File: src/rtl/spi_adc_responder.sv
// spi_adc_responder
// SPI mode-0 slave that stands in for the 12-bit ADC polled by the SPI master.
// Each CS-low frame shifts the held sample out on MISO (MSB first, after the
// leading zeros) and captures the master's MOSI word. SCK, CS and MOSI are
// asynchronous to clk, so they are synchronised and edge-detected here.
module spi_adc_responder #(
  parameter int DATA_W      = 12,
  parameter int FRAME_BITS  = 16,
  parameter int SYNC_STAGES = 2
) (
  input  logic                  clk,
  input  logic                  reset,
  input  logic                  SCK,
  input  logic                  CS,
  input  logic                  MOSI,
  output logic                  MISO,
  output logic                  miso_oe,
  input  logic [DATA_W-1:0]     i_DATA,
  input  logic                  i_DATA_VALID,
  output logic [FRAME_BITS-1:0] o_RX_DATA,
  output logic                  o_RX_VALID,
  output logic                  o_BUSY,
  output logic                  o_ABORT
);

  localparam int CNT_W = $clog2(FRAME_BITS + 1);
  localparam logic [CNT_W-1:0] CNT_FULL = CNT_W'(FRAME_BITS);

  typedef enum logic [1:0] {
    ST_ARM   = 2'd0,
    ST_IDLE  = 2'd1,
    ST_SHIFT = 2'd2
  } state_t;

  state_t                  state_r, state_nxt_s;
  logic [SYNC_STAGES-1:0]  sck_sync_r, cs_sync_r, mosi_sync_r;
  logic                    sck_hist_r, cs_hist_r;
  logic                    sck_s, cs_s, mosi_s;
  logic                    sck_rise_s, sck_fall_s, cs_rise_s, cs_fall_s;
  logic [DATA_W-1:0]       hold_r;
  logic [FRAME_BITS-1:0]   tx_r, tx_nxt_s;
  logic [FRAME_BITS-1:0]   rx_r, rx_nxt_s;
  logic [FRAME_BITS-1:0]   rx_data_nxt_s;
  logic [CNT_W-1:0]        cnt_r, cnt_nxt_s;
  logic                    miso_nxt_s, rx_valid_nxt_s, abort_nxt_s;

  assign sck_s      = sck_sync_r[SYNC_STAGES-1];
  assign cs_s       = cs_sync_r[SYNC_STAGES-1];
  assign mosi_s     = mosi_sync_r[SYNC_STAGES-1];
  assign sck_rise_s = sck_s & ~sck_hist_r;
  assign sck_fall_s = ~sck_s & sck_hist_r;
  assign cs_rise_s  = cs_s & ~cs_hist_r;
  assign cs_fall_s  = ~cs_s & cs_hist_r;

  // Synchroniser chains plus one history flop for edge detection.
  always_ff @(posedge clk) begin
    if (reset) begin
      sck_sync_r  <= '0;
      cs_sync_r   <= '0;
      mosi_sync_r <= '0;
      sck_hist_r  <= 1'b0;
      cs_hist_r   <= 1'b0;
    end else begin
      sck_sync_r  <= {sck_sync_r[SYNC_STAGES-2:0], SCK};
      cs_sync_r   <= {cs_sync_r[SYNC_STAGES-2:0], CS};
      mosi_sync_r <= {mosi_sync_r[SYNC_STAGES-2:0], MOSI};
      sck_hist_r  <= sck_s;
      cs_hist_r   <= cs_s;
    end
  end

  // Sample hold register, loaded on every valid strobe regardless of state.
  always_ff @(posedge clk) begin
    if (reset) begin
      hold_r <= '0;
    end else if (i_DATA_VALID) begin
      hold_r <= i_DATA;
    end else begin
      hold_r <= hold_r;
    end
  end

  // Next-state and datapath decode; CS rise outranks any SCK edge in SHIFT.
  always_comb begin
    state_nxt_s    = state_r;
    tx_nxt_s       = tx_r;
    rx_nxt_s       = rx_r;
    cnt_nxt_s      = cnt_r;
    rx_data_nxt_s  = o_RX_DATA;
    rx_valid_nxt_s = 1'b0;
    abort_nxt_s    = 1'b0;
    case (state_r)
      ST_ARM: begin
        if (cs_s) begin
          state_nxt_s = ST_IDLE;
        end else begin
          state_nxt_s = ST_ARM;
        end
      end
      ST_IDLE: begin
        if (cs_fall_s) begin
          state_nxt_s = ST_SHIFT;
          tx_nxt_s    = FRAME_BITS'(i_DATA_VALID ? i_DATA : hold_r);
          cnt_nxt_s   = '0;
        end else begin
          state_nxt_s = ST_IDLE;
        end
      end
      ST_SHIFT: begin
        if (cs_rise_s) begin
          state_nxt_s = ST_IDLE;
          if (cnt_r == CNT_FULL) begin
            rx_data_nxt_s  = rx_r;
            rx_valid_nxt_s = 1'b1;
          end else begin
            abort_nxt_s = 1'b1;
          end
        end else if (sck_rise_s) begin
          if (cnt_r != CNT_FULL) begin
            rx_nxt_s  = {rx_r[FRAME_BITS-2:0], mosi_s};
            cnt_nxt_s = cnt_r + CNT_W'(1);
          end else begin
            cnt_nxt_s = cnt_r;
          end
        end else if (sck_fall_s) begin
          tx_nxt_s = {tx_r[FRAME_BITS-2:0], 1'b0};
        end else begin
          state_nxt_s = ST_SHIFT;
        end
      end
      default: begin
        state_nxt_s = ST_ARM;
      end
    endcase
    if (state_nxt_s == ST_SHIFT) begin
      miso_nxt_s = tx_nxt_s[FRAME_BITS-1];
    end else begin
      miso_nxt_s = 1'b0;
    end
  end

  // State, shift registers and registered outputs.
  always_ff @(posedge clk) begin
    if (reset) begin
      state_r    <= ST_ARM;
      tx_r       <= '0;
      rx_r       <= '0;
      cnt_r      <= '0;
      MISO       <= 1'b0;
      miso_oe    <= 1'b0;
      o_BUSY     <= 1'b0;
      o_RX_DATA  <= '0;
      o_RX_VALID <= 1'b0;
      o_ABORT    <= 1'b0;
    end else begin
      state_r    <= state_nxt_s;
      tx_r       <= tx_nxt_s;
      rx_r       <= rx_nxt_s;
      cnt_r      <= cnt_nxt_s;
      MISO       <= miso_nxt_s;
      miso_oe    <= (state_nxt_s == ST_SHIFT);
      o_BUSY     <= (state_nxt_s == ST_SHIFT);
      o_RX_DATA  <= rx_data_nxt_s;
      o_RX_VALID <= rx_valid_nxt_s;
      o_ABORT    <= abort_nxt_s;
    end
  end

endmodule

File: config.mk
export PLATFORM = sky130hd
export DESIGN_NAME = spi_adc_responder
export DESIGN_NICKNAME = d
export VERILOG_FILES = /design/src/rtl/spi_adc_responder.sv
export SDC_FILE = /design/constraint.sdc
export NUM_CORES = 1
export LEC_CHECK = 0
export ABC_AREA = 1
export CAP_MARGIN = 15
export CELL_PAD_IN_SITES_DETAIL_PLACEMENT = 1
export CELL_PAD_IN_SITES_GLOBAL_PLACEMENT = 1
export CORE_UTILIZATION = 36
export CTS_CLUSTER_DIAMETER = 200
export DETAILED_ROUTE_END_ITERATION = 8
export PLACE_DENSITY_LB_ADDON = 0.2
export SLEW_MARGIN = 20
export SYNTH_ARGS = -nofsm -noshare
export SYNTH_HDL_FRONTEND = slang
export SYNTH_SLANG_ARGS = --single-unit
File: constraint.sdc
create_clock -name clk -period 1.45 [get_ports clk]
set_clock_uncertainty 0.1 [all_clocks]
set_input_delay 0.435 -clock clk [delete_from_list [all_inputs] [get_ports clk]]
set_output_delay 0.435 -clock clk [all_outputs]
set_load 0.03 [all_outputs]
==> results.json <==
{
  "die_h_um": 97.8,
  "worstPathRequired_ps": 1640,
  "initial_core_util": 0.375,
  "drive_gt1_frac": 0.322,
  "portBuffers": 38,
  "seq_area_frac_synth": 0.479,
  "postCtsHoldBufs": 0,
  "hp-class": "reg -> reg",
  "grtUsageTotal": 0.180,
  "fin_setup_tns_ps": -6940,
  "synth_nets": 470,
  "power.leakage_nw": 2.08,
  "drv_cap": 0,
  "rsz0062_at_grt": "yes",
  "die_w_um": 97.8,
  "fillers": 1070,
  "stdcell_count": 629,
  "critPathMaxFanout": 6,
  "end_kind": "flop",
  "htree_levels": 3,
  "setup_ws_ps": -221,
  "violations": "DRC, setup timing",
  "syn_inst": 446,
  "cts.clk_slew.worst_paths_ps": 90,
  "status": "complete, but fails checks",
  "die_area_um2": 9560,
  "cp-start-kind": "flop",
  "syn_area_per_cell_um2": 7.41,
  "min_period_over_period": 1.15,
  "fmax_ghz": 0.598,
  "routed_wirelength_um": 9240,
  "dr_total_vias": 3004,
  "grt_max_degree": 35,
  "setup_viol": 56,
  "diodes": 0,
  "drc": 2,
  "drv_slew": 0,
  "clock_sinks": 79,
  "fin_crit_ps": 1670,
  "powerDensity_nw_per_um2": 927,
  "relSlewSlack": 0.841,
  "drtIter0Drc": 93,
  "max_slew.worst_pin.slew_ps": 239,
  "hold_slack_ps": 312,
  "drt_pass1_iterations": 6,
  "place_ws_ps": -362,
  "place_inst": 594,
  "p_total_mw": 4.33,
  "ff_latch_area_um2": 1590,
  "core-area_um2": 8810,
  "cts_buffers": 9,
  "post_drt_wl_per_cell_um": 14.7,
  "areaGrowthSynthToFinish_pct": 41.5,
  "root_buffer": "clkbuf_8",
  "ys_ff_latch": 79,
  "io_pins": 39,
  "critical_path_arrival_ps": 1860,
  "cts_tree": "yes",
  "clock_path_buffers": 2,
  "clkLatencyLatePin_ps": 350,
  "synth_cell_types": 27,
  "fp-row-count": 34,
  "multi_input_area_um2": 1630,
  "grt_antenna_before_repair": 0,
  "hold_violations": 0,
  "ys_warn_count": 0,
  "reg2reg_slack_ps": -220,
  "nNetsFinal": 540,
  "dp_hpwl_um": 5210,
  "grt_pass1_vias": 3062,
  "gp_routability_congestion": 0.757,
  "synth_area_um2": 3300,
  "ant_nets": 0,
  "grt_pass1_wl_um": 13900,
  "gr-total-overflow": 0,
  "via_per_inst": 4.78,
  "worst-setup-path-type": "reg -> reg",
  "ir_worst_vdd_v": 0.000454
}
[layer usage]
layer,GRT usage,wire length [µm],vias to the layer above
met1,0.215,4070,1431
met4,0.0699,198,0
li1,-,-,1522
met3,0.0301,183,15
met5,0,0,-
met2,0.323,4800,36
[timing repair]
item,CTS,global route
pin swaps,33,27
resized for setup,56,53
cloned,3,2
buffers inserted,6,9
setup endpoints to repair,53,56
[layout by cell type (no fill, tap or decap), types with 13 or more instances in the layout]
master | Yosys | final
o21ai_0 | 47 | 20
nand2_1 | 80 | 63
inv_1 | 67 | 58
dfxtp_1 | 79 | 74
nor2_1 | 68 | 62
nand2_2 | 4 | 13
a21oi_1 | 38 | 23
clkdlybuf4s50_1 | 0 | 17
a21oi_2 | 1 | 15
buf_4 | 6 | 49
o21ai_1 | 1 | 14
o21ai_2 | 0 | 14
[layout make-up]
cell class,count,area share
multi-input combinational,274,0.348
timing repair buffer,82,0.181
sequential,79,0.340
tap,108,0.0289
clock buffer,12,0.0311
inverter,70,0.0589
clock inverter,4,0.0118
[where the power goes]
group / leakage (nW) / total [mW] / internal, mW / switching [mW]
sequential: 0.645 / 2.27 / 2.23 / 0.0375
clock: 0.0968 / 1.67 / 0.851 / 0.818
combinational: 1.34 / 0.393 / 0.183 / 0.210
total: 2.08 / 4.33 / 3.27 / 1.07
[cells in the mapped netlist]
cell       n  area (µm²)
nor3b_1    1        7.51
ha_1       6        75.1
nand2_2    4        25.0
o21ai_1    1        5.00
buf_2      6        30.0
xnor2_1    1        8.76
nand3_1    6        30.0
nor2_1    68         255
nor2_4     1        11.3
a21oi_2    1        8.76
nand4_1    2        12.5
a21oi_1   38         190
buf_6      4        45.0
nand2_1   80         300
clkbuf_1   6        22.5
nand3_2    2        20.0
nor3_1     1        5.00
inv_2      3        11.3
clkbuf_2   1        5.00
buf_4      6        45.0
o21ai_0   47         235
o21a_1    11        82.6
nor2_2     2        12.5
a21oi_4    1        16.3
inv_1     67         251
dfxtp_1   79        1580
mux2i_1    1        10.0
[critical path: stages (launching register included)]
cell     delay, ps
dfxtp_2        340
inv_2           80
ha_4           190
buf_4          150
nand2_4         60
buf_4          130
buf_6          100
inv_2           30
nand2_1         70
o21ai_1        160
inv_1           90
nor2_1         100
[sequential cells by signal, indices dropped and copies added, names as in the netlist, 2 cells and up]
| signal | count |
|---|---|
| cnt_r | 5 |
| cs_sync_r | 2 |
| hold_r | 12 |
| mosi_sync_r | 2 |
| o_RX_DATA | 16 |
| rx_r | 16 |
| sck_sync_r | 2 |
| state_r | 2 |
| tx_r | 16 |
[stage by stage]
step,util,instance area (µm²)
after floorplan,-,3350
after global placement,0.444,3910
after detailed placement,0.444,3910
after CTS,0.499,4400
after global routing,0.531,4670
final,0.531,4670
[final timing paths]
path / start / endpoint / cells after the start
worst min register to register: cs_sync_r[0]$_SDFF_PP0_ / cs_sync_r[1]$_SDFF_PP0_ / 2
worst max-delay path: state_r[0]$_SDFF_PP0_ / tx_r[15]$_SDFF_PP0_ / 11
worst max register to register: state_r[0]$_SDFF_PP0_ / tx_r[15]$_SDFF_PP0_ / 11
worst min-delay path: cs_sync_r[0]$_SDFF_PP0_ / cs_sync_r[1]$_SDFF_PP0_ / 2
[cell families (layout without fill, tap and decap cells)]
group,after synthesis,count (layout),synth area share
AO/OA/AOI/OAI,99,99,0.163
flip-flops,79,79,0.479
buffers and inverters,93,168,0.124
AND/OR/NAND/NOR,167,167,0.206
multiplexers,1,1,0.00303
adder cells (fa/ha/maj),6,6,0.0227
XOR/XNOR,1,1,0.00265
Note: power is estimated with default switching activity, not from simulation.
